<file path="src/rtl/memwb_pkg.sv">
// memwb_pkg: shared payload type, default widths and NOP constant for the MEM->WB stage.
package memwb_pkg;
  localparam int MEMWB_DATA_W = 32;
  localparam int MEMWB_RD_W   = 4;
  typedef struct packed {
    logic                    load;
    logic                    rf;
    logic [MEMWB_DATA_W-1:0] mem_data;
    logic [MEMWB_DATA_W-1:0] alu;
    logic [MEMWB_RD_W-1:0]   rd;
  } memwb_payload_t;
  localparam memwb_payload_t MEMWB_NOP = '0;
endpackage

</file>
<file path="src/rtl/memwb_skid_slot.sv">
// memwb_skid_slot: one payload entry plus valid flag; clear wins over load.
module memwb_skid_slot #(
  parameter int W = 70
) (
  input  logic         clk_i,
  input  logic         rst_ni,
  input  logic         ld_i,
  input  logic         clr_i,
  input  logic [W-1:0] d_i,
  output logic [W-1:0] q_o,
  output logic         v_o
);
  logic [W-1:0] data_q;
  logic         v_q;
  always_ff @(posedge clk_i or negedge rst_ni)
    if (!rst_ni) begin
      data_q <= '0;
      v_q    <= 1'b0;
    end else if (clr_i) begin
      v_q    <= 1'b0;
    end else if (ld_i) begin
      data_q <= d_i;
      v_q    <= 1'b1;
    end
  assign q_o = data_q;
  assign v_o = v_q;
endmodule

</file>
<file path="src/rtl/memwb_pipe_stage.sv">
// memwb_pipe_stage: MEM->WB register with valid/ready, flush and saturating stall counter.
// Define MEMWB_SKID_EN to add a one-entry skid so in_ready comes from a flop.
module memwb_pipe_stage
  import memwb_pkg::*;
#(
  parameter int DATA_W   = MEMWB_DATA_W,
  parameter int RD_W     = MEMWB_RD_W,
  parameter int STALL_CW = 16
) (
  input  logic                CLK,
  input  logic                CLR_N,
  input  logic                in_valid,
  output logic                in_ready,
  input  logic                in_load,
  input  logic                in_rf,
  input  logic [DATA_W-1:0]   in_mem_data,
  input  logic [DATA_W-1:0]   in_alu,
  input  logic [RD_W-1:0]     in_rd,
  input  logic                flush,
  output logic                out_valid,
  input  logic                out_ready,
  output logic                out_load,
  output logic                out_rf,
  output logic [DATA_W-1:0]   out_mem_data,
  output logic [DATA_W-1:0]   out_alu,
  output logic [RD_W-1:0]     out_rd,
  output logic [STALL_CW-1:0] stall_cnt
);
  typedef struct packed {
    logic              load;
    logic              rf;
    logic [DATA_W-1:0] mem_data;
    logic [DATA_W-1:0] alu;
    logic [RD_W-1:0]   rd;
  } payload_t;
  payload_t            in_pl, main_d, main_q;
  logic                valid_d, valid_q, main_en, accept;
  logic [STALL_CW-1:0] stall_d, stall_q;
  assign in_pl   = '{load: in_load, rf: in_rf, mem_data: in_mem_data, alu: in_alu, rd: in_rd};
  assign main_en = ~valid_q | out_ready;
`ifdef MEMWB_SKID_EN
  payload_t skid_pl;
  logic     skid_v, skid_ld;
  assign in_ready = ~skid_v;
  assign accept   = in_valid & in_ready;
  assign skid_ld  = accept & ~main_en & ~flush;
  memwb_skid_slot #(.W($bits(payload_t))) u_skid (
    .clk_i (CLK),
    .rst_ni(CLR_N),
    .ld_i  (skid_ld),
    .clr_i (flush | (main_en & skid_v)),
    .d_i   (in_pl),
    .q_o   (skid_pl),
    .v_o   (skid_v)
  );
  // A full skid always drains into main first; in_ready is low then, so no accept competes.
  always_comb begin
    valid_d = flush ? 1'b0 : main_en ? (skid_v | accept) : valid_q;
    main_d  = (flush | ~main_en) ? main_q : skid_v ? skid_pl : accept ? in_pl : main_q;
  end
`else
  assign in_ready = main_en;
  assign accept   = in_valid & in_ready;
  always_comb begin
    valid_d = flush ? 1'b0 : main_en ? accept : valid_q;
    main_d  = (~flush & accept) ? in_pl : main_q;
  end
`endif
  assign stall_d = (valid_q & ~out_ready & ~flush & ~&stall_q) ? stall_q + 1'b1 : stall_q;
  always_ff @(posedge CLK or negedge CLR_N)
    if (!CLR_N) begin
      valid_q <= 1'b0;
      main_q  <= '0;
      stall_q <= '0;
    end else begin
      valid_q <= valid_d;
      main_q  <= main_d;
      stall_q <= stall_d;
    end
  // Side-effect bits are gated so a bubble or flushed entry can never write back.
  assign out_valid    = valid_q;
  assign out_load     = main_q.load & valid_q;
  assign out_rf       = main_q.rf & valid_q;
  assign out_mem_data = main_q.mem_data;
  assign out_alu      = main_q.alu;
  assign out_rd       = main_q.rd;
  assign stall_cnt    = stall_q;
endmodule

</file>
<file path="config.mk">
export PLATFORM = sky130hd
export DESIGN_NAME = memwb_pipe_stage
export DESIGN_NICKNAME = d
export VERILOG_FILES = /design/src/rtl/memwb_pkg.sv /design/src/rtl/memwb_skid_slot.sv /design/src/rtl/memwb_pipe_stage.sv
export SDC_FILE = /design/constraint.sdc
export NUM_CORES = 1
export LEC_CHECK = 0
export BUFFER_PORTS_ARGS = -buffer_cell sky130_fd_sc_hd__buf_2
export CAP_MARGIN = 20
export CORE_MARGIN = 5
export CORE_UTILIZATION = 43
export CTS_CLUSTER_DIAMETER = 80
export CTS_CLUSTER_SIZE = 12
export DETAILED_ROUTE_END_ITERATION = 10
export GPL_ROUTABILITY_DRIVEN = 0
export PLACE_DENSITY = 0.77
export SLEW_MARGIN = 15
export SYNTH_ARGS = -nofsm -noshare
export SYNTH_HDL_FRONTEND = slang
export SYNTH_SLANG_ARGS = --single-unit
</file>
<file path="constraint.sdc">
create_clock -name CLK -period 1.8 [get_ports CLK]
set_clock_uncertainty 0.05 [all_clocks]
set_input_delay 0.18 -clock CLK [delete_from_list [all_inputs] [get_ports CLK]]
set_output_delay 0.18 -clock CLK [all_outputs]
set_load 0.02 [all_outputs]
</file>
==> impl_table.tex, run 1 <==
\begin{tabular}{lr}
\hline
Metric & Value \\
\hline
\multicolumn{2}{l}{\textbf{CTS}} \\
\quad CTS Buf Count & 9 \\
\quad \# H-tree levels & 3 \\
\quad Number of sinks driven by the clock tree & 87 \\
\quad Clock root buffer & sky130\_fd\_sc\_hd\_\_clkbuf\_8 \\
\quad Clock tree from TritonCTS & built \\
\quad Clk buf depth & 2 \\
\quad Later-pin clock latency in the skew report & approximately 0.34 ns \\
\quad CTS clk-pin slew, worst paths & around 0.090 ns \\
\multicolumn{2}{l}{\textbf{Power}} \\
\quad Worst-case vdd ir drop & $\sim$0.77 mV \\
\quad Cell leakage power & around 2.4 nW \\
\quad PwrDens & between 1000 and 1500 mW/mm2 \\
\multicolumn{2}{l}{\textbf{Timing}} \\
\quad WHS & 0.0188 ns \\
\quad Final count of negative-setup-slack endpoints & 1 \\
\quad Number of pins exceeding their max-slew limit in the final report & 0 \\
\quad Final hold violation count & 0 \\
\quad Final worst setup slack & -0.0226 ns \\
\quad Final period util & 101\% \\
\quad Worst Max-Slew Pin Slew & $\sim$0.5 ns \\
\quad Highest Clock Rate & between 0.5 and 0.6 GHz \\
\quad Headroom to the max-slew limit & around 65\% \\
\quad Unrepaired setup endpoints after global routing & true \\
\quad Final critical delay including setup and external delays & 1.82 ns \\
\multicolumn{2}{l}{\textbf{Floorplanning}} \\
\quad Floorplan Core Area & slightly below 0.009 mm2 \\
\quad Die area & 0.0111 mm2 \\
\quad Site Rows & 34 \\
\quad Top-Level Pins & approximately 160 \\
\quad Vertical extent of the die & between 100 and 150 um \\
\quad Die X & roughly 110 um \\
\quad Starting utilization of the core area & between 40 and 50\% \\
\multicolumn{2}{l}{\textbf{Worst setup path}} \\
\quad Capturing element type of the critical path & register \\
\quad Critical path data required time & around 2 ns \\
\quad Chain of cells forming the critical path & or3b\_4, or4b\_4, nor3b\_2, xor2\_1 \\
\quad Arrival time of the worst setup path & 2.03 ns \\
\quad Stage delay of the slowest cell on the critical path & around 0.54 ns \\
\quad Highest fanout seen on the critical path & 4 \\
\quad Library cell contributing the largest single delay on the critical path & sky130\_fd\_sc\_hd\_\_or4b\_4 \\
\quad Startpoint class of the critical path & register \\
\quad Path type of the worst setup path & reg2reg \\
\multicolumn{2}{l}{\textbf{Run status}} \\
\quad Violated checks & negative setup slack \\
\quad Run status & finished, violations left \\
\multicolumn{2}{l}{\textbf{Logic synthesis}} \\
\quad Mean area per synthesized cell & about 13 um2 \\
\quad Synth Cell Area & just under 0.004 mm2 \\
\quad Warning count from the yosys run & 0 \\
\quad Synth cell types & 27 \\
\quad Cells taking the most area after synthesis & sky130\_fd\_sc\_hd\_\_dfrtp\_1, sky130\_fd\_sc\_hd\_\_mux2\_2, sky130\_fd\_sc\_hd\_\_buf\_4 \\
\quad Share of Yosys cell area claimed by the top area cell type & a little under three fifths \\
\quad Share of flip-flops with an asynchronous set or reset & 100\% \\
\quad Dominant synthesized flop cell & sky130\_fd\_sc\_hd\_\_dfrtp\_1 \\
\quad Most common cell in the synthesized netlist & sky130\_fd\_sc\_hd\_\_dfrtp\_1 \\
\quad Number of synthesized flops with an enable pin & 0 \\
\quad Number of standard cells after synthesis & between 200 and 300 \\
\quad Post-synthesis sequential area ratio & 55.5\% \\
\quad Library cell occupying the most area in the post-synthesis netlist & sky130\_fd\_sc\_hd\_\_dfrtp\_1 \\
\quad Yosys reg bits & 87 \\
\quad Synth Net Count & around 370 \\
\quad Top post-synthesis cells by count & sky130\_fd\_sc\_hd\_\_dfrtp\_1, sky130\_fd\_sc\_hd\_\_mux2\_2, sky130\_fd\_sc\_hd\_\_buf\_4 \\
\multicolumn{2}{l}{\textbf{Layout}} \\
\quad Number of antenna repair diodes & 0 \\
\quad Fraction of the core area covered by cells at the end of the flow & 56.5\% \\
\quad Finished Cell Area & 0.00497 mm2 \\
\quad NumNets Final & 510 \\
\quad Layout cell share with drive strength beyond 1 & 64.5\% \\
\quad Number of filler instances in the final layout & 740 \\
\quad Area overhead of the layout relative to synthesis & 26.7\% \\
\quad Number of standard cells in the layout, taps in and fillers out & between 500 and 600 \\
\multicolumn{2}{l}{\textbf{Flow run}} \\
\quad MaxCap Viol Count & 0 \\
\multicolumn{2}{l}{\textbf{GRT}} \\
\quad Global routing usage on met3 & roughly 4.5\% \\
\quad Most used routing layer & met2 \\
\quad Routing usage on met2 & between 20\% and 30\% \\
\quad Largest net degree at the start of global routing & 52 \\
\quad Number of antenna violations at the first check in global routing & 0 \\
\quad All-layer global routing usage & roughly 15\% \\
\quad Global-route met1 utilization & about 17\% \\
\quad Number of global-route vias before repair & approximately 2800 \\
\quad Wire length of the first global-routing pass & between 10 and 15 mm \\
\quad GRT overflow & 0 \\
\multicolumn{2}{l}{\textbf{Route}} \\
\quad Post-route antenna net violation count & 0 \\
\quad Routed len/inst & roughly 15 um \\
\quad Post-detailed-routing wire length & roughly 8.2 mm \\
\quad DRC errors left & 0 \\
\quad Post-DR vias/cell & between 4 and 5 \\
\quad Total via count in the routed design & between 2000 and 3000 \\
\quad Iteration-0 DRC Markers & slightly above 60 \\
\quad Count of TritonRoute iterations in the first routing pass & 4 \\
\multicolumn{2}{l}{\textbf{Worst hold path}} \\
\quad Hold crit path type & in2reg \\
\multicolumn{2}{l}{\textbf{Placement}} \\
\quad Count of buffers from port buffering & 162 \\
\quad Pre-CTS setup slack & -0.0423 ns \\
\quad Placed Instance Area & $\sim$0.0045 mm2 \\
\quad Placed cell count & between 500 and 600 \\
\quad Detailed placement HPWL & between 5 and 6 mm \\
\hline
\end{tabular}
==> cell type report <==
type,count,area (um2),area share [%]
sequential,87,2180,43.8
clock inverter,4,47.5,0.956
inverter,3,11.3,0.227
timing repair buffer,203,1210,24.3
multi-input combinational,130,1260,25.3
clock buffer,12,135,2.72
tap,108,135,2.72
==> where the power goes <==
part           leakage (nW)  switching, mW  internal (mW)
clock network        0.0904          0.638          0.639
registers              1.05          0.180           2.28
logic                  1.30          0.810          0.668
==> worst max-delay path, delay by kind of cell, from the launching register on <==
family | cells | cell delay [ns]
simple gates | 3 | 1.13
flops | 1 | 0.37
xor+xnor | 1 | 0.18
==> worst paths after layout <==
kind                       cells past startpoint         from  slack (ns)          endpoint
min in group asynchronous                      2        CLR_N        0.26      stall_cnt[1]
max reg2reg                                    4    out_valid       -0.02      stall_cnt[9]
min                                            2    in_alu[5]        0.02        out_alu[5]
max                                            4    out_valid       -0.02      stall_cnt[9]
max in group asynchronous                      3        CLR_N        0.86  out_mem_data[16]
min reg2reg                                    1  out_alu[10]        0.45       out_alu[10]
==> registers in the layout (all words and copies together), names as in the netlist <==
register / count
out_mem_data: 32
out_valid: 1
main_q: 2
stall_cnt: 16
out_alu: 32
out_rd: 4
==> repair_timing <==
| item | in CTS | in global routing |
|---|---|---|
| buffers inserted | 0 | 2 |
| setup endpoints to repair | 3 | 73 |
| hold buffers | 17 | 2 |
| resized for setup | 2 | 10 |
| hold endpoints to repair | 44 | 2 |
| cloned | 0 | 1 |
==> cells in the final DEF (no fill, tap or decap), types with 3 or more instances in the layout <==
cell / Yosys / layout
sky130_fd_sc_hd__buf_2: 7 / 161
sky130_fd_sc_hd__dfrtp_1: 87 / 85
sky130_fd_sc_hd__mux2_2: 72 / 72
sky130_fd_sc_hd__dlygate4sd3_1: 0 / 19
sky130_fd_sc_hd__buf_4: 68 / 19
sky130_fd_sc_hd__xor2_1: 9 / 9
sky130_fd_sc_hd__clkbuf_8: 0 / 9
sky130_fd_sc_hd__nor2_1: 7 / 7
sky130_fd_sc_hd__nand3_1: 5 / 4
sky130_fd_sc_hd__nand2_1: 4 / 4
sky130_fd_sc_hd__inv_1: 3 / 3
sky130_fd_sc_hd__nand4_1: 3 / 3
sky130_fd_sc_hd__nor4_2: 0 / 3
sky130_fd_sc_hd__clkbuf_1: 0 / 3
==> cell families after synthesis <==
family                     share of synthesized area (%)
muxes                                               20.7
AOI/OAI and AO/OA                                   1.24
and+or+nand+nor                                     5.61
buffers and inverters                               14.2
DFF                                                 55.5
xor gates and xnor gates                            2.46
adders and majority gates                          0.319
==> per-stage QoR <==
stage,setup TNS [ns],total power [mW]
after floorplan,-0.183,3.66
after global placement,0,3.86
after detailed placement,-0.0728,3.91
after CTS,-0.0295,5.24
after global routing,-0.324,5.51
final,-0.0226,5.21
==> routing by layer <==
metal / wire length [um] / vias up
met1: 3300 / 1245
met3: 657 / 12
li1: - / 1217
met4: 118 / 0
met5: 0 / -
met2: 4170 / 107
Power figures use the tool's default switching activity.
==> run 2: changes to the inputs <==
--- a/config.mk
+++ b/config.mk
@@ -7,13 +7,15 @@
 export LEC_CHECK = 0
 export BUFFER_PORTS_ARGS = -buffer_cell sky130_fd_sc_hd__buf_2
 export CAP_MARGIN = 20
+export CELL_PAD_IN_SITES_DETAIL_PLACEMENT = 0
+export CELL_PAD_IN_SITES_GLOBAL_PLACEMENT = 1
 export CORE_MARGIN = 5
-export CORE_UTILIZATION = 43
+export CORE_UTILIZATION = 33
 export CTS_CLUSTER_DIAMETER = 80
 export CTS_CLUSTER_SIZE = 12
 export DETAILED_ROUTE_END_ITERATION = 10
 export GPL_ROUTABILITY_DRIVEN = 0
-export PLACE_DENSITY = 0.77
+export PLACE_DENSITY = 0.76
 export SLEW_MARGIN = 15
 export SYNTH_ARGS = -nofsm -noshare
 export SYNTH_HDL_FRONTEND = slang
==> run 2 against run 1 <==
- the flow now finishes without violations
- via count barely moved
- final area increased by 4.8%
- first-iteration DRC count up 48%
- global-route usage fell by 2.5 points
- non-clock buffer count fell by 11
- critical endpoint is now out_mem_data[7]
- sequential power is essentially flat
- sequential share of layout area shrank 2.0 points
- register-to-register slack improved by 0.04 ns
==> impl_table.tex, run 2 (synthesis gave the netlist of run 1 again) <==
\begin{tabular}{lr}
\hline
Metric & Value \\
\hline
\multicolumn{2}{l}{\textbf{CTS}} \\
\quad CTS clk-pin slew, worst paths & 0.06 ns (-0.03 ns) \\
\quad Clk buf depth & 2 (unchanged) \\
\quad Number of sinks driven by the clock tree & 87 (unchanged) \\
\quad Clock root buffer & sky130\_fd\_sc\_hd\_\_clkbuf\_16 \\
\quad Clock tree from TritonCTS & built \\
\quad \# H-tree levels & 3 (unchanged) \\
\quad CTS Buf Count & 9 (unchanged) \\
\quad Later-pin clock latency in the skew report & 0.33 ns (about the same) \\
\quad Count of buffers added by post-CTS timing repair for setup & 0 (unchanged) \\
\multicolumn{2}{l}{\textbf{Route}} \\
\quad DRC errors left & 0 (unchanged) \\
\quad Post-detailed-routing wire length & 9.28 mm (+13\%) \\
\quad Count of TritonRoute iterations in the first routing pass & 4 (unchanged) \\
\quad Post-route antenna net violation count & 0 (unchanged) \\
\quad Iteration-0 DRC Markers & 92 (+48\%) \\
\quad Post-DR vias/cell & 4.53 (-4.1\%) \\
\quad Total via count in the routed design & 2580 (-0.039\%) \\
\quad Routed len/inst & 16.3 um (+8.0\%) \\
\multicolumn{2}{l}{\textbf{Floorplanning}} \\
\quad Die area & 0.0142 mm2 (+27\%) \\
\quad Floorplan Core Area & 0.0115 mm2 (+31\%) \\
\quad Site Rows & 39 (+15\%) \\
\quad Starting utilization of the core area & 34.1\% (-10 points) \\
\quad Top-Level Pins & 163 (unchanged) \\
\quad Vertical extent of the die & 119 um (+13\%) \\
\quad Die X & 119 um (+13\%) \\
\multicolumn{2}{l}{\textbf{Worst setup path}} \\
\quad Arrival time of the worst setup path & 1.95 ns (-0.08 ns) \\
\quad Capturing element type of the critical path & register \\
\quad Critical path data required time & 1.97 ns (-0.04 ns) \\
\quad Highest fanout seen on the critical path & 14 (+10) \\
\quad Depth of the worst register-to-register path & 6 (+2) \\
\quad Startpoint class of the critical path & register \\
\quad Path type of the worst setup path & reg2reg \\
\multicolumn{2}{l}{\textbf{Layout}} \\
\quad Number of filler instances in the final layout & 1104 (+49\%) \\
\quad Sequential cell area & 0.00218 mm2 (unchanged) \\
\quad Area overhead of the layout relative to synthesis & 32.8\% \\
\quad Finished Cell Area & 0.00521 mm2 (+4.8\%) \\
\quad Most frequent standard cell in the layout excluding fill and tap cells & sky130\_fd\_sc\_hd\_\_buf\_2 \\
\quad Most frequent cells in the layout & sky130\_fd\_sc\_hd\_\_buf\_2, sky130\_fd\_sc\_hd\_\_dfrtp\_1, sky130\_fd\_sc\_hd\_\_mux2\_4 \\
\quad NumNets Final & 499 (-2.2\%) \\
\quad Number of antenna repair diodes & 0 (unchanged) \\
\quad Area used by multi-input combinational logic & 0.00138 mm2 (+10\%) \\
\quad Layout cell share with drive strength beyond 1 & 67.4\% (+3.0 points) \\
\multicolumn{2}{l}{\textbf{Timing}} \\
\quad Unrepaired setup endpoints after global routing & true \\
\quad Final period util & 99.0\% (-2.3 points) \\
\quad Final hold violation count & 0 (unchanged) \\
\quad Final worst setup slack & 0.0186 ns (+0.0412 ns) \\
\quad Headroom to the max-slew limit & 67.7\% (+2.3 points) \\
\quad Final critical delay including setup and external delays & 1.78 ns (-0.0412 ns) \\
\quad Worst Max-Slew Pin Slew & 0.485 ns (-0.0208 ns) \\
\quad Final count of negative-setup-slack endpoints & 0 (-1) \\
\quad Number of pins exceeding their max-slew limit in the final report & 0 (unchanged) \\
\quad Highest Clock Rate & 0.561 GHz (+2.3\%) \\
\multicolumn{2}{l}{\textbf{Placement}} \\
\quad Detailed placement HPWL & 6.44 mm (+8.2\%) \\
\quad Pre-CTS setup slack & -0.0492 ns (-0.00688 ns) \\
\quad Count of buffers from port buffering & 162 (unchanged) \\
\quad Placed Instance Area & 0.00461 mm2 (+2.4\%) \\
\multicolumn{2}{l}{\textbf{GRT}} \\
\quad All-layer global routing usage & 12.0\% (-2.5 points) \\
\quad Wire length of the first global-routing pass & 13.6 mm (+3.0\%) \\
\quad Number of antenna violations at the first check in global routing & 1 (+1) \\
\quad Largest net degree at the start of global routing & 40 (-23\%) \\
\quad Number of global-route vias before repair & 2687 (-2.3\%) \\
\quad GRT overflow & 0 (unchanged) \\
\multicolumn{2}{l}{\textbf{Run status}} \\
\quad Run status & complete, no violations \\
\multicolumn{2}{l}{\textbf{Power}} \\
\quad Worst-case vdd ir drop & 0.458 mV (-40\%) \\
\quad Total design power & 5.76 mW (+10\%) \\
\quad PwrDens & 1110 mW/mm2 (+5.4\%) \\
\quad Cell leakage power & 2.61 nW (+7.3\%) \\
\multicolumn{2}{l}{\textbf{Worst hold path}} \\
\quad Hold crit path type & in2reg \\
\quad Cell count of the worst hold path & 2 (unchanged) \\
\multicolumn{2}{l}{\textbf{Flow run}} \\
\quad MaxCap Viol Count & 0 (unchanged) \\
\hline
\end{tabular}
==> run 2: changes by cell type in the layout (fill, tap and decap cells not counted), sizes merged <==
cell,delta
dlygate4sd3,-18
clkbuf,+6
buf,+4
clkinv,-2
bufinv,-1
clkinvlp,-1
==> run 2: power by group <==
part | internal, mW | switching (mW) | total (mW)
registers | 2.28 | 0.184 | 2.47
logic | 0.730 | 0.822 | 1.55
clock network | 1.04 | 0.695 | 1.74
==> run 2: final cells by class <==
type / count / area share (%)
clock buffer: 15 / 5.33
tap: 143 / 3.44
timing repair buffer: 192 / 22.6
sequential: 87 / 41.9
inverter: 3 / 0.216
multi-input combinational: 130 / 26.5
==> run 2: metrics by stage <==
stage / instances / hold slack (ns) / utilization (%) / TNS [ns]
finish: 570 / 0.0202 / 45.2 / 0
global route: 570 / 0.00732 / 45.2 / -1.87
CTS: 565 / 0.00147 / 42.7 / 0
detailed placement: 549 / 0.122 / 40.0 / -0.0770
global placement: 549 / 0.123 / 40.0 / -0.0420
floorplan: 295 / -0.166 / - / -0.183
==> run 2: final timing paths <==
path / from / end / slack (ns)
min reg2reg: stall_cnt[0] / stall_cnt[0] / 0.44
max: out_valid / out_mem_data[7] / 0.02
max reg2reg: out_valid / out_mem_data[7] / 0.02
min in group asynchronous: CLR_N / out_mem_data[20] / 0.29
min: in_mem_data[20] / out_mem_data[20] / 0.02
max in group asynchronous: CLR_N / out_mem_data[15] / 0.83
==> run 2: routing by layer <==
layer  track usage [%]  vias to the layer above  wire length, um
met4              6.59                        2              198
met2              19.5                      102             4630
met5                 0                        -               17
met3              4.45                       18              747
met1              13.8                     1255             3690
li1                  -                     1203                -
==> run 2: what timing repair did <==
action,in CTS,in global routing
hold endpoints to repair,32,0
endpoints found under the setup margin,2,69
cloned,0,5
resized for setup,3,46
hold buffers,1,0
==> run 2: critical path: stages (launching register included) <==
cell and delay (ns):
sky130_fd_sc_hd__dfrtp_2 0.39, sky130_fd_sc_hd__buf_4 0.14, sky130_fd_sc_hd__nor2b_4 0.13, sky130_fd_sc_hd__nor3b_2 0.18, sky130_fd_sc_hd__buf_6 0.23, sky130_fd_sc_hd__clkbuf_16 0.22, sky130_fd_sc_hd__mux2_2 0.33
